==> src/rtl/arith_seq_defs.sv <==
// Shared definitions for the sequential arithmetic responder: FSM state
// encodings and the quotient value reported on a divide by zero.
package arith_seq_defs;

   typedef enum logic [1:0] {
      IDLE = 2'd0,
      CALC = 2'd1,
      DONE = 2'd2
   } state_t;

   // All-ones quotient for divide by zero; consumers slice the low W bits.
   // This covers operand widths up to 32 bits.
   localparam logic [31:0] DBZ_QUOT = 32'hFFFF_FFFF;

endpackage

==> src/rtl/arith_div_step.sv <==
// One restoring-divide iteration: shift the next dividend bit into the
// partial remainder and subtract the divisor when it fits.
module arith_div_step #(
   parameter int W = 4
) (
   input  logic [W-1:0] rem_in,
   input  logic         dvd_bit,
   input  logic [W-1:0] divisor,
   output logic [W-1:0] rem_out,
   output logic         q_bit
);

   logic [W:0]   shifted;
   logic [W-1:0] sub;

   // Remainder after a successful subtract is below the divisor, so W-bit
   // modular subtraction of the low bits gives the exact result.
   always_comb begin
      shifted = {rem_in, dvd_bit};
      q_bit   = (shifted >= {1'b0, divisor});
      sub     = shifted[W-1:0] - divisor;
      rem_out = q_bit ? sub : shifted[W-1:0];
   end

endmodule

==> src/rtl/arith_seq_responder.sv <==
// Sequential arithmetic responder: accepts an operand pair, returns sum and
// difference computed at accept plus a shift-add product and a restoring
// quotient/remainder that each take W iterations, one bit per clock.
module arith_seq_responder
   import arith_seq_defs::*;
#(
   parameter int W = 4
) (
   input  logic           clk,
   input  logic           rst,
   input  logic           in_valid,
   output logic           in_ready,
   input  logic [W-1:0]   a,
   input  logic [W-1:0]   b,
   output logic           out_valid,
   input  logic           out_ready,
   output logic [W:0]     sum,
   output logic [W:0]     diff,
   output logic [2*W-1:0] prod,
   output logic [W-1:0]   quot,
   output logic [W-1:0]   rem,
   output logic           dbz
);

   localparam int             CW       = $clog2(W);
   localparam logic [W-1:0]   QUOT_DBZ = DBZ_QUOT[W-1:0];
   localparam logic [CW-1:0]  LAST     = CW'(W - 1);

   state_t           state_q, state_d;
   logic [CW-1:0]    cnt_q, cnt_d;
   logic [W-1:0]     a_q, a_d, b_q, b_d;
   logic [2*W-1:0]   acc_q, acc_d, mc_q, mc_d;
   logic [W-1:0]     mp_q, mp_d, dvd_q, dvd_d, prem_q, prem_d, qw_q, qw_d;
   logic             in_ready_q, in_ready_d, out_valid_q, out_valid_d;
   logic [W:0]       sum_q, sum_d, diff_q, diff_d;
   logic [2*W-1:0]   prod_q, prod_d;
   logic [W-1:0]     quot_q, quot_d, rem_q, rem_d;
   logic             dbz_q, dbz_d;
   logic [W-1:0]     step_rem;
   logic             step_q;

   arith_div_step #(.W(W)) u_div_step (
      .rem_in  (prem_q),
      .dvd_bit (dvd_q[W-1]),
      .divisor (b_q),
      .rem_out (step_rem),
      .q_bit   (step_q)
   );

   // Next-state and datapath: accept in IDLE, iterate in CALC, hold in DONE.
   always_comb begin
      state_d     = state_q;
      cnt_d       = cnt_q;
      a_d         = a_q;
      b_d         = b_q;
      acc_d       = acc_q;
      mc_d        = mc_q;
      mp_d        = mp_q;
      dvd_d       = dvd_q;
      prem_d      = prem_q;
      qw_d        = qw_q;
      in_ready_d  = in_ready_q;
      out_valid_d = out_valid_q;
      sum_d       = sum_q;
      diff_d      = diff_q;
      prod_d      = prod_q;
      quot_d      = quot_q;
      rem_d       = rem_q;
      dbz_d       = dbz_q;
      unique case (state_q)
         IDLE: begin
            in_ready_d = 1'b1;
            if (in_valid) begin
               a_d        = a;
               b_d        = b;
               sum_d      = {1'b0, a} + {1'b0, b};
               diff_d     = {1'b0, a} - {1'b0, b};
               acc_d      = '0;
               mc_d       = {{W{1'b0}}, a};
               mp_d       = b;
               dvd_d      = a;
               prem_d     = '0;
               qw_d       = '0;
               cnt_d      = '0;
               in_ready_d = 1'b0;
               state_d    = CALC;
            end
         end
         CALC: begin
            // Multiplicand shifts left while multiplier bits are consumed
            // from the LSB, equivalent to adding a<<count for each set bit.
            acc_d  = acc_q + (mp_q[0] ? mc_q : '0);
            mc_d   = mc_q << 1;
            mp_d   = mp_q >> 1;
            dvd_d  = dvd_q << 1;
            prem_d = step_rem;
            qw_d   = {qw_q[W-2:0], step_q};
            cnt_d  = cnt_q + 1'b1;
            if (cnt_q == LAST) begin
               dbz_d       = (b_q == '0);
               prod_d      = dbz_d ? '0 : acc_d;
               quot_d      = dbz_d ? QUOT_DBZ : qw_d;
               rem_d       = dbz_d ? a_q : step_rem;
               out_valid_d = 1'b1;
               state_d     = DONE;
            end
         end
         DONE: begin
            if (out_ready) begin
               out_valid_d = 1'b0;
               in_ready_d  = 1'b1;
               state_d     = IDLE;
            end
         end
         default: begin
            state_d    = IDLE;
            in_ready_d = 1'b1;
         end
      endcase
   end

   // State register; reset aborts any operation in flight.
   always_ff @(posedge clk) begin
      if (rst) begin
         state_q     <= IDLE;
         cnt_q       <= '0;
         a_q         <= '0;
         b_q         <= '0;
         acc_q       <= '0;
         mc_q        <= '0;
         mp_q        <= '0;
         dvd_q       <= '0;
         prem_q      <= '0;
         qw_q        <= '0;
         in_ready_q  <= 1'b1;
         out_valid_q <= 1'b0;
         sum_q       <= '0;
         diff_q      <= '0;
         prod_q      <= '0;
         quot_q      <= '0;
         rem_q       <= '0;
         dbz_q       <= 1'b0;
      end else begin
         state_q     <= state_d;
         cnt_q       <= cnt_d;
         a_q         <= a_d;
         b_q         <= b_d;
         acc_q       <= acc_d;
         mc_q        <= mc_d;
         mp_q        <= mp_d;
         dvd_q       <= dvd_d;
         prem_q      <= prem_d;
         qw_q        <= qw_d;
         in_ready_q  <= in_ready_d;
         out_valid_q <= out_valid_d;
         sum_q       <= sum_d;
         diff_q      <= diff_d;
         prod_q      <= prod_d;
         quot_q      <= quot_d;
         rem_q       <= rem_d;
         dbz_q       <= dbz_d;
      end
   end

   assign in_ready  = in_ready_q;
   assign out_valid = out_valid_q;
   assign sum       = sum_q;
   assign diff      = diff_q;
   assign prod      = prod_q;
   assign quot      = quot_q;
   assign rem       = rem_q;
   assign dbz       = dbz_q;

endmodule

==> config.mk <==
export PLATFORM = sky130hd
export DESIGN_NAME = arith_seq_responder
export DESIGN_NICKNAME = d
export VERILOG_FILES = /design/src/rtl/arith_seq_defs.sv /design/src/rtl/arith_div_step.sv /design/src/rtl/arith_seq_responder.sv
export SDC_FILE = /design/constraint.sdc
export NUM_CORES = 1
export LEC_CHECK = 0
export CAP_MARGIN = 5
export CORE_MARGIN = 2
export CORE_UTILIZATION = 50
export CTS_CLUSTER_DIAMETER = 40
export DETAILED_ROUTE_END_ITERATION = 8
export PLACE_DENSITY = 0.71
export SYNTH_ARGS = -nofsm -noshare
export SYNTH_HDL_FRONTEND = slang
export SYNTH_SLANG_ARGS = --single-unit
==> constraint.sdc <==
create_clock -name clk -period 2.3 [get_ports clk]
set_input_delay 0.69 -clock clk [delete_from_list [all_inputs] [get_ports clk]]
set_output_delay 0.69 -clock clk [all_outputs]
set_load 0.05 [all_outputs]
==> run metrics, run 1 <==
Slew headroom=approximately two thirds; worst path bufs/invs=1; largest net degree at the start of global routing=44; Worst-Margin Slew=509 ps; post-layout min period=2190 ps; average cell area after synthesis=8.61 sq um; GRT overflow=0; Hold WC Path Type=reg2reg; initial antenna violation count=0; Core Area=6420 sq um; setup slack after layout=between 100 and 150 ps; CTS tree=done; DRT Wirelength=between 7000 and 8000 microns; setup bufs post-CTS=0; Pwr Total=2.59 mW; Pleak=around 1.7 nW; number of max-cap violations=0; startpoint types=register; first-pass GRT wire length=13,100 microns; gr usage total=22.3%; crit path DAT=1500 ps; Max Root-Sink Buffers=2; commonest non-fill, non-tap cell in the layout=dfxtp_1; P_sw=755 uW; combinational power share=a little under 20%; Async SR Flop Fraction=0%; library cells used by synthesis=59; Setup TNS Final=0 ps; Internal=1.83 mW; Final Hold Fails=0; full die area=7410 sq um; Sequential Power Share=approximately half; syn nets=427; FF+latch count, synth=67; port bufs=40; Post-Place Cells=512; register area=1340 sq um; Detail Route Antenna Nets=0; DP Worst Slack=-119 ps; multi-input logic area=1840 sq um; hpwl dp=5620 microns; fin. max-slew vios=0; Finished Layout Cells=527; Synth Instances=around 390; Root Driver=clkbuf_8; CP top delay family=buffers and inverters; final net count=482; Iter 0 DRT Violations=~110; Pre-antenna DRT Iters=4; number of diodes=0; status=finished clean; clock insertion delay at the later pin of the skew report=340 ps; fill cell total of the finished layout=586; switching part of the total power=29.1%; Clock Skew=6.46 ps; # IOs=41; Setup-failing EPs final=0; Crit Path Class=reg2out; vias in the first global route=roughly 2,700; ys flop type=dfxtp_1; Clk pwr share=32.1%; routability cong.=0.790; CTS clk-pin slew, worst paths=70 ps; CTS hold repair buffers=0; Chip Height=86.1 microns; Initial Utilization=52.4%; Max Fclk=0.456 GHz; DR DRC count=0; post-route clock period utilization=95.4%; critical path endpoint category=output port; clk sinks=67; slowest stage delay, CP=810 ps; post-CTS sizing=0; Die X-Extent=86.1 microns; # H-tree levels=3; Max Fanout on Critical Path=3; Warnings, synthesis=0; hold slack=455 ps; cells along the critical path=clkdlybuf4s50_1; Slowest-stage cell, CP=clkdlybuf4s50_1; PwrDens=~630 nW/um^2; via count=between 2,000 and 3,000; CTS Buf Count=9; Req. time, crit path=1610 ps; sequential share of the synthesized area=39.8%; Post-synth EDFFs=0; most frequent cells in the layout=67 x dfxtp_1, 55 x nor2_1, 39 x a21oi_1, 39 x clkdlybuf4s50_1, 37 x nand2_1; routed len/inst=14.7 microns; RSZ-0062 raised after global routing=false; worst vdd ir=0.424 mV; layout cell share with drive strength beyond 1=12.7%; DR vias/cell=5.49; Synth Cell Area=3370 sq um; FP Rows=29; area grow syn2layout=22.2%
-- kinds of logic (layout without fill, tap and decap cells) --
family / after synthesis / after routing / share of synthesized area, %
fa+ha+maj: 24 / 24 / 9.81
mux: 3 / 3 / 0.892
compound gates: 110 / 110 / 21.9
simple gates: 135 / 135 / 19.1
flops: 67 / 67 / 39.8
buf+inv: 41 / 100 / 5.54
xor+xnor: 11 / 11 / 2.86
-- final cells by class --
cell class / instances / share of cell area [%]
clock inverter: 3 / 0.365
tap: 77 / 2.34
sequential: 67 / 32.6
clock buffer: 12 / 3.53
inverter: 18 / 1.64
multi-input combinational: 283 / 44.7
timing repair buffer: 67 / 14.8
-- path summary, 6_finish.rpt --
check / startpoint / endpoint / slack (ps) / depth (start not counted)
max reg2reg: mc_q[0] / acc_q[6] / 150 / 8
max: sum[0] / diff[0] / 110 / 1
min: dbz / dbz / 460 / 2
min reg2reg: dbz / dbz / 460 / 2
-- synth_stat cells, types with 4 or more instances --
| master | number | area share [%] |
|---|---|---|
| a22oi_1 | 19 | 4.2 |
| dfxtp_1 | 67 | 40 |
| a21oi_1 | 39 | 5.8 |
| o221a_2 | 4 | 1.3 |
| nor2b_1 | 5 | 0.93 |
| xnor2_1 | 7 | 1.8 |
| nor3_1 | 5 | 0.74 |
| nor2_1 | 55 | 6.1 |
| fa_1 | 4 | 2.4 |
| a211oi_1 | 5 | 1.1 |
| nand2_1 | 37 | 4.1 |
| o22ai_1 | 6 | 1.1 |
| xor2_1 | 4 | 1.0 |
| inv_1 | 18 | 2.0 |
| o21ai_1 | 4 | 0.59 |
| ha_1 | 20 | 7.4 |
| o21ai_0 | 10 | 1.5 |
| nand3_1 | 4 | 0.59 |
| clkbuf_1 | 15 | 1.7 |
| and2_1 | 7 | 1.3 |
-- flip-flops by register name, indices dropped and copies added, names as in the netlist --
signal and count:
cnt_q 2, qw_q 3, a_q 4, out_valid 1, prod 8, quot 4
acc_q 8, dbz 1, mp_q 4, prem_q 4, mc_q 8, b_q 4
sum 5, state_q 2, rem 4, in_ready 1, diff 4
-- power groups by stage --
| stage | clock (mW) | sequential (mW) | combinational, mW |
|---|---|---|---|
| final | 0.831 | 1.25 | 0.507 |
| after global routing | 0.893 | 1.26 | 0.562 |
| after CTS | 0.847 | 1.25 | 0.510 |
| after detailed placement | 0 | 1.28 | 0.506 |
| after global placement | 0 | 1.28 | 0.497 |
| after floorplan | 0 | 1.32 | 0.294 |
-- per-stage QoR --
stage                     area (sq um)  utilization (%)
after global routing              4120             64.1
after detailed placement          3960             61.6
after global placement            3960             61.6
final                             4120             64.1
after CTS                         4120             64.1
after floorplan                   3370                -
-- per-layer routing --
metal / share of wire, % / global-route usage [%]
met2: 47 / 35.7
met1: 49 / 30.0
met3: 3.5 / 5.87
met4: 0.84 / 5.77
met5: 0 / 0
No activity file was read; power rests on OpenSTA's default activity.
==> inputs of run 2 (changes only) <==
--- a/config.mk
+++ b/config.mk
@@ -11,6 +11,7 @@
 export CTS_CLUSTER_DIAMETER = 40
 export DETAILED_ROUTE_END_ITERATION = 8
 export PLACE_DENSITY = 0.71
+export SKIP_CTS_REPAIR_TIMING = 1
 export SYNTH_ARGS = -nofsm -noshare
 export SYNTH_HDL_FRONTEND = slang
 export SYNTH_SLANG_ARGS = --single-unit
==> results of run 2 <==
Same layout as run 1: the final DEF is identical, and so are final timing and power.
==> inputs of run 3 (changes only) <==
--- a/config.mk
+++ b/config.mk
@@ -8,6 +8,7 @@
 export CAP_MARGIN = 5
 export CORE_MARGIN = 2
 export CORE_UTILIZATION = 50
+export CTS_BUF_LIST = sky130_fd_sc_hd__clkbuf_16
 export CTS_CLUSTER_DIAMETER = 40
 export DETAILED_ROUTE_END_ITERATION = 8
 export PLACE_DENSITY = 0.71
==> run metrics, run 3 (synthesis results as in run 1) <==
Crit Path Class=reg2out; CTS Buf Count=9 (unchanged); Pwr Total=2.93 mW (+13%); Pre-antenna DRT Iters=4 (unchanged); routability cong.=0.790 (unchanged); critical path endpoint category=output port; Iter 0 DRT Violations=164 (+52%); GR Util met2=35.9% (+0.21 points); post-route clock period utilization=94.5% (-0.97 points); DRT Wirelength=7780 microns (+0.27%); Register-to-Register Path Depth=8 (unchanged); Max Fanout on Critical Path=3 (unchanged); Slew headroom=65.7% (-0.22 points); Max Fclk=0.460 GHz (+1.0%); DP Area=3960 sq um (unchanged); RSZ-0062 raised after global routing=false; crit path launch=sum[0]; status=finished clean; setup slack after layout=128 ps (+22.3 ps); Worst path depth=1 (unchanged); clk sinks=67 (unchanged); CTS tree=done; hpwl dp=5620 microns (unchanged); slowest stage delay, CP=810 ps (about the same); Setup-failing EPs final=0 (unchanged); number of diodes=0 (unchanged); final net count=482 (unchanged); port bufs=40 (unchanged); layout cell share with drive strength beyond 1=12.4% (-0.22 points); most frequent cells in the layout=67 x dfxtp_1, 55 x nor2_1, 39 x a21oi_1, 39 x clkdlybuf4s50_1, 37 x nand2_1; worst reg2reg path startpoint=mc_q[0]; Slowest-stage cell, CP=clkdlybuf4s50_1; FP Rows=29 (unchanged); Post-Place Cells=512 (unchanged); vias in the first global route=2,756 (+0.73%); # IOs=41 (unchanged); Root Driver=clkbuf_16; full die area=7410 sq um (unchanged); GRT overflow=0 (unchanged); CP top delay family=buffers and inverters; Clock Skew=3.54 ps (-2.92 ps); Hold Startpoint=dbz; worst path bufs/invs=1 (unchanged); DR DRC count=0 (unchanged); via count=2,911 (+0.62%); post-layout min period=2170 ps (-22.3 ps); Initial Utilization=52.4% (unchanged); cells along the critical path=clkdlybuf4s50_1; GRT Max-Usage Layer=met2; M1 GR Usage=29.7% (-0.26 points); crit path DAT=1480 ps (-20 ps); commonest non-fill, non-tap cell in the layout=dfxtp_1; DP Worst Slack=-119 ps (unchanged); PwrDens=696 nW/um^2 (+11%); Pleak=1.71 nW (+2.9%); CTS clk-pin slew, worst paths=50 ps (-20 ps); met3 usage=6.16% (+0.29 points); clock insertion delay at the later pin of the skew report=320 ps (-20 ps); Hold WC Path Type=reg2reg; worst vdd ir=0.534 mV (+26%); routed len/inst=14.8 microns (+0.27%); Final Hold Fails=0 (unchanged); Max Root-Sink Buffers=2 (unchanged); Chip Height=86.1 microns (unchanged); Die X-Extent=86.1 microns (unchanged); Finished Layout Cells=527 (unchanged); DR vias/cell=5.52 (+0.62%); area grow syn2layout=24.9%; first-pass GRT wire length=13,100 microns (+0.42%); Worst-Margin Slew=513 ps (+3.27 ps); hold depth=2 (unchanged); number of max-cap violations=0 (unchanged); gr usage total=22.4% (+0.096 points); Req. time, crit path=1610 ps (about the same); # H-tree levels=3 (unchanged); Core Area=6420 sq um (unchanged); Detail Route Antenna Nets=0 (unchanged); Post-Layout Inst Area=4210 sq um (+2.2%); initial antenna violation count=0 (unchanged); startpoint types=register; largest net degree at the start of global routing=44 (unchanged); fin. max-slew vios=0 (unchanged)
==> run 3: cell types whose count changed in the layout (fill, tap and decap cells not counted) <==
cell       previous run  this run
clkbuf_1              2         0
clkbuf_16             0         9
clkbuf_8             10         0
clkinv_1              0         1
inv_1                18        20
==> run 3: worst min-delay path, cell delays in order, from the launching register on <==
cell and delay (ps):
dfxtp_1 300, nand2_1 50, a21oi_1 50
==> run 3: layout make-up <==
cell class              instances  area (sq um)
clock buffers                   9           225
clock inverters                 6          26.3
fillers                       567          2220
inverters                      18          67.6
multi-input cells             283          1840
flip-flops and latches         67          1340
well taps                      77          96.3
repair buffers                 67           611
==> run 3: power by group <==
group	switching [mW]	internal, mW	leakage, nW
Clock	0.463	0.704	0.135
Sequential	0.0417	1.21	0.546
Combinational	0.290	0.216	1.03
Total	0.795	2.13	1.71
==> run 3: through the flow <==
| stage | hold WS [ps] | utilization, % | setup TNS, ps |
|---|---|---|---|
| 3_3_place_gp | 441 | 61.6 | -146 |
| 4_1_cts | 454 | 65.5 | 0 |
| 2_1_floorplan | 432 | - | 0 |
| 3_5_place_dp | 447 | 61.6 | -312 |
| 6_report | 453 | 65.5 | 0 |
| 5_1_grt | 486 | 65.5 | 0 |
==> run 3: path summary, 6_finish.rpt <==
path	end	slack, ps
setup / recovery	diff[0]	130
hold / removal	dbz	450
setup reg to reg	acc_q[6]	140
hold reg to reg	dbz	450
==> run 3: per-layer routing <==
metal  vias up  routed length, microns
li1       1473                       -
met1      1373                    3710
met2        61                    3690
met3         4                     306
met4         0                      59
met5         -                       0
